<file path="src/rtl/bus_arbiter.sv">
// bus_arbiter: shares one memory port between an instruction-fetch (IF) port and a
// data (DM) port. One transaction is outstanding at most: IDLE (grant) -> ADDR
// (bus_req until bus_ready) -> RESP (wait bus_rvalid) -> IDLE.
//
// Ports
//   clk, rst                       clock, synchronous active-high reset
//   if_req, if_addr                fetch request (held until if_gnt) and address
//   flush_if                       discard the in-flight fetch result
//   if_gnt, if_rvalid, if_rdata    fetch grant pulse, data-valid pulse, data
//   dm_req, dm_we, dm_addr,
//   dm_wdata, dm_wstrb             data request (held until dm_gnt) and fields
//   dm_gnt, dm_rvalid, dm_rdata    data grant pulse, read-data/write-ack pulse, data
//   bus_req, bus_we, bus_addr,
//   bus_wdata, bus_wstrb           shared port address phase
//   bus_ready                      address phase accepted
//   bus_rvalid, bus_rdata          response phase
//   busy                           high whenever not IDLE
module bus_arbiter (
  input  logic        clk,
  input  logic        rst,
  input  logic        if_req,
  input  logic [31:0] if_addr,
  input  logic        flush_if,
  output logic        if_gnt,
  output logic        if_rvalid,
  output logic [31:0] if_rdata,
  input  logic        dm_req,
  input  logic        dm_we,
  input  logic [31:0] dm_addr,
  input  logic [31:0] dm_wdata,
  input  logic [3:0]  dm_wstrb,
  output logic        dm_gnt,
  output logic        dm_rvalid,
  output logic [31:0] dm_rdata,
  output logic        bus_req,
  output logic        bus_we,
  output logic [31:0] bus_addr,
  output logic [31:0] bus_wdata,
  output logic [3:0]  bus_wstrb,
  input  logic        bus_ready,
  input  logic        bus_rvalid,
  input  logic [31:0] bus_rdata,
  output logic        busy
);

  typedef enum logic [1:0] {StIdle, StAddr, StResp} state_e;

  state_e      state_q, state_d;
  logic        owner_if_q, owner_if_d;  // 0: DM owns the bus, 1: IF owns it
  logic [1:0]  starve_q, starve_d;
  logic        drop_q, drop_d;
  logic        we_q, we_d;
  logic [31:0] addr_q, addr_d;
  logic [31:0] wdata_q, wdata_d;
  logic [3:0]  wstrb_q, wstrb_d;

  logic if_wins, dm_wins;

  // DM has priority unless IF has lost three consecutive contended rounds.
  assign if_wins = if_req && (!dm_req || (starve_q == 2'd3));
  assign dm_wins = dm_req && !if_wins;

  always_comb begin
    state_d    = state_q;
    owner_if_d = owner_if_q;
    starve_d   = starve_q;
    drop_d     = drop_q;
    we_d       = we_q;
    addr_d     = addr_q;
    wdata_d    = wdata_q;
    wstrb_d    = wstrb_q;
    if_gnt     = 1'b0;
    dm_gnt     = 1'b0;
    if_rvalid  = 1'b0;
    dm_rvalid  = 1'b0;

    unique case (state_q)
      StIdle: begin
        drop_d = 1'b0;
        if (if_wins) begin
          if_gnt     = 1'b1;
          owner_if_d = 1'b1;
          starve_d   = 2'd0;
          drop_d     = flush_if;
          we_d       = 1'b0;
          addr_d     = if_addr;
          wdata_d    = 32'd0;
          wstrb_d    = 4'd0;
          state_d    = StAddr;
        end else if (dm_wins) begin
          dm_gnt     = 1'b1;
          owner_if_d = 1'b0;
          starve_d   = if_req ? starve_q + 2'd1 : 2'd0;
          we_d       = dm_we;
          addr_d     = dm_addr;
          wdata_d    = dm_wdata;
          wstrb_d    = dm_wstrb;
          state_d    = StAddr;
        end
      end
      StAddr: begin
        if (owner_if_q && flush_if) drop_d = 1'b1;
        if (bus_ready) state_d = StResp;
      end
      StResp: begin
        if (owner_if_q && flush_if) drop_d = 1'b1;
        if (bus_rvalid) begin
          // A flush arriving on the response cycle itself also discards the data.
          if_rvalid = owner_if_q && !drop_q && !flush_if;
          dm_rvalid = !owner_if_q;
          drop_d    = 1'b0;
          state_d   = StIdle;
        end
      end
      default: state_d = StIdle;
    endcase

    // Reset outranks everything, including same-cycle grants and responses.
    if (rst) begin
      if_gnt    = 1'b0;
      dm_gnt    = 1'b0;
      if_rvalid = 1'b0;
      dm_rvalid = 1'b0;
    end
  end

  always_ff @(posedge clk) begin
    if (rst) begin
      state_q    <= StIdle;
      owner_if_q <= 1'b0;
      starve_q   <= 2'd0;
      drop_q     <= 1'b0;
      we_q       <= 1'b0;
      addr_q     <= 32'd0;
      wdata_q    <= 32'd0;
      wstrb_q    <= 4'd0;
    end else begin
      state_q    <= state_d;
      owner_if_q <= owner_if_d;
      starve_q   <= starve_d;
      drop_q     <= drop_d;
      we_q       <= we_d;
      addr_q     <= addr_d;
      wdata_q    <= wdata_d;
      wstrb_q    <= wstrb_d;
    end
  end

  assign bus_req   = (state_q == StAddr);
  assign bus_we    = we_q;
  assign bus_addr  = addr_q;
  assign bus_wdata = wdata_q;
  assign bus_wstrb = wstrb_q;
  assign if_rdata  = bus_rdata;
  assign dm_rdata  = bus_rdata;
  assign busy      = (state_q != StIdle);

endmodule
</file>
<file path="config.mk">
export PLATFORM = sky130hd
export DESIGN_NAME = bus_arbiter
export DESIGN_NICKNAME = d
export VERILOG_FILES = /design/src/rtl/bus_arbiter.sv
export SDC_FILE = /design/constraint.sdc
export NUM_CORES = 1
export LEC_CHECK = 0
export ABC_AREA = 0
export CORE_AREA = 2 2 110 112
export DETAILED_ROUTE_END_ITERATION = 10
export DIE_AREA = 0 0 112 114
export DONT_BUFFER_PORTS = 1
export GPL_ROUTABILITY_DRIVEN = 0
export GPL_TIMING_DRIVEN = 0
export SLEW_MARGIN = 10
export SYNTH_ARGS = -nofsm -noshare
export SYNTH_HDL_FRONTEND = slang
export SYNTH_SLANG_ARGS = --single-unit
</file>
<file path="constraint.sdc">
create_clock -name clk -period 2.1 [get_ports clk]
set_input_delay 0.42 -clock clk [delete_from_list [all_inputs] [get_ports clk]]
set_output_delay 0.42 -clock clk [all_outputs]
set_load 0.05 [all_outputs]
</file>
==> results.toml <==
[outcome]
status = "finished, violations left"
failed_checks = "setup timing"

[logic_synthesis]
yosysUniqueCellTypes = 31
synth_area_per_cell_sq_um = 8.76
syn_nets = 574
synth_top_area_cell = "dfxtp_1"
yosysTopAreaCellShare_pct = 40.1
syn-cell-area_sq_um = 3750
synthTopCellsByArea = "dfxtp_1 40%, buf_4 14%, a32oi_1 8.6%, nor2_1 6.5%, nand3b_1 6.4%"
ys_ff_latch = 75
synth-warning-count = 0
syn_inst = 428
ys_seq_area_share_pct = 40.1

[layout]
fin_util_pct = 38.1
num-nets-final = 597
seq_area_sq_um = 1500
fill_cells = 1202
areaGrowthSynthToFinish_pct = 19.0
drive_above_1_share_pct = 28.5
diodes = 0
mostFrequentLayoutCells = "83 x buf_4, 73 x dfxtp_1, 64 x nor2_1"
layout_commonest_cell = "buf_4"
final_cells = 603
multi_input_area_sq_um = 1640

[flow_run]
maxCapViolations = 0

[sta]
fmax_mhz = 438
tightest_slew_ns = 0.606
min_period_ns = 2.28
clock-skew-final_ns = 0.00386
slew_violations = 0
period_share_pct = 109
rsz0062_at_grt = "yes"
hold_viol_final = 0
maxSlewHeadroom_pct = 59.5
setup_violations = 1
hold_ws_ns = 0.256
layout_setup_ws_ns = -0.181

[floorplanning]
ios = 279
start_util_pct = 32.0
core_area_sq_um = 11700
dieArea_sq_um = 12800
num_rows = 40
die_y_um = 114
die_x_um = 112

[clocking]
clock_path_buffers = 2
clk_latency_ns = 0.34
tritoncts = "done"
numCtsBuffers = 9
clkTransAtPathRegs_ns = 0.06
clock-sinks = 75
htreeDepth = 3
hold_buffers = 0
cts_root_buf = "clkbuf_16"

[global_routing]
grt_use_total_pct = 17.5
grt_first_pass_wirelength_um = 17400
grt-ovfl-total = 0
antenna_found_initial = 0
grt_pass1_vias = 3305
grt_max_degree = 13

[detailed_routing]
drtPass1Iterations = 4
wirelength_um = 11900
routed_via_density = 5.57
ant_nets = 0
first_iter_violations = 214
wl_per_cell_um = 19.8
drc = 0
vias = 3356

[critical_path]
required_ns = 1.68
critPathKind = "reg -> out"
cp_top_family = "simple AND/OR/NAND/NOR gates"
critPathSlowestCell = "or3_4"
r2r_slack_ns = 0.21
cpPeakStageDelay_ns = 0.43
arrival_ns = 1.86
path_cells = "inv_2 -> ha_4 -> clkinvlp_4 -> or3_4 -> nor2_4"
worstPathMaxFanout = 2
endpoint_kind = "output pin"
start_kind = "flop"
cp_num_buf_inv = 2

[power]
power.density_nw_per_um2 = 1170
swShare_pct = 41.2
power.share.clock_pct = 30.9
p_leak_uw = 0.00171
intPower_uw = 3080
peakVddDrop_mv = 0.522
switching_power_uw = 2160
power.share.combinational_pct = 23.7
p_seq_share_pct = 45.4

[place]
dp.cells = 575
portBuffers = 0
dp_hpwl_um = 9060
dpl_worst_slack_ns = -0.337

[min_path]
worstHoldPathType = "in -> reg"
## cells in the mapped netlist
cell type / n
nor2b_1: 2
o21ai_0: 31
buf_4: 69
inv_1: 6
o21ai_1: 8
nand2b_1: 1
clkbuf_1: 19
a31oi_1: 6
nand4b_1: 1
or4b_1: 3
buf_1: 1
o221ai_1: 1
nor3b_1: 1
o21a_1: 1
o311a_1: 1
o211a_1: 1
and2_1: 1
or3_1: 1
a311oi_1: 27
a21oi_1: 5
inv_2: 1
buf_2: 15
a32oi_1: 37
nor2b_4: 1
nand2_1: 6
nor2_1: 65
o31ai_1: 2
ha_1: 6
dfxtp_1: 75
nor3_1: 2
nand3b_1: 32
## routing by layer
metal	GRT usage [%]	up-vias	wire, um
met1	18.7	1592	4370
met5	0	-	0
li1	-	1544	-
met2	31.6	201	6080
met3	5.74	19	1210
met4	7.80	0	283
## layout make-up
class / instances / area share [%]
sequential: 75 / 33.7
inverter: 7 / 0.673
multi-input combinational: 242 / 36.8
clock inverter: 4 / 1.07
timing repair buffer: 13 / 2.19
buffer: 103 / 15.4
tap: 147 / 4.12
clock buffer: 12 / 5.97
## sequential cells by signal (all words and copies together) (netlist names)
name	cells
bus_addr	32
bus_wdata	32
bus_wstrb	4
starve_q	2
state_q	2
bus_we	1
drop_q	1
owner_if_q	1
## repair_timing
| item | CTS | global route |
|---|---|---|
| endpoints found under the setup margin | 4 | 3 |
| setup buffers | 5 | 8 |
| gates resized for setup | 23 | 8 |
| pin swaps | 3 | 4 |
| gates cloned | 0 | 0 |
## final timing paths
kind,startpoint,end,depth (start not counted)
worst max-delay path,state_q[0],if_gnt,5
worst min-delay path,if_addr[28],bus_addr[28],2
worst max register to register,state_q[1],state_q[0],6
worst min register to register,starve_q[1],starve_q[1],2
## cell families (layout without fill, tap and decap cells)
kind of cell / Yosys count / in the layout / share of synthesized area, %
AND/OR/NAND/NOR: 116 / 116 / 16.2
flip-flops: 75 / 75 / 40.1
buffers and inverters: 111 / 139 / 18.5
AO/OA/AOI/OAI: 120 / 120 / 23.2
adder cells (fa/ha/maj): 6 / 6 / 2.00
## power by group through the flow
stage          logic, uW  registers, uW  clock network [uW]
3_5_place_dp        1130           2410                   0
6_report            1240           2380                1620
3_3_place_gp        1100           2400                   0
4_1_cts             1200           2380                1660
2_1_floorplan        943           2360                   0
5_1_grt             1350           2400                1720
## stage by stage
step,TNS (ns),instance area [sq um],power (uW)
finish,-0.181,4460,5230
global route,-0.223,4460,5470
CTS,-0.354,4370,5240
detailed placement,-0.886,3950,3530
global placement,-1.68,3940,3500
floorplan,-0.430,3750,3300
Power figures use the tool's default switching activity.
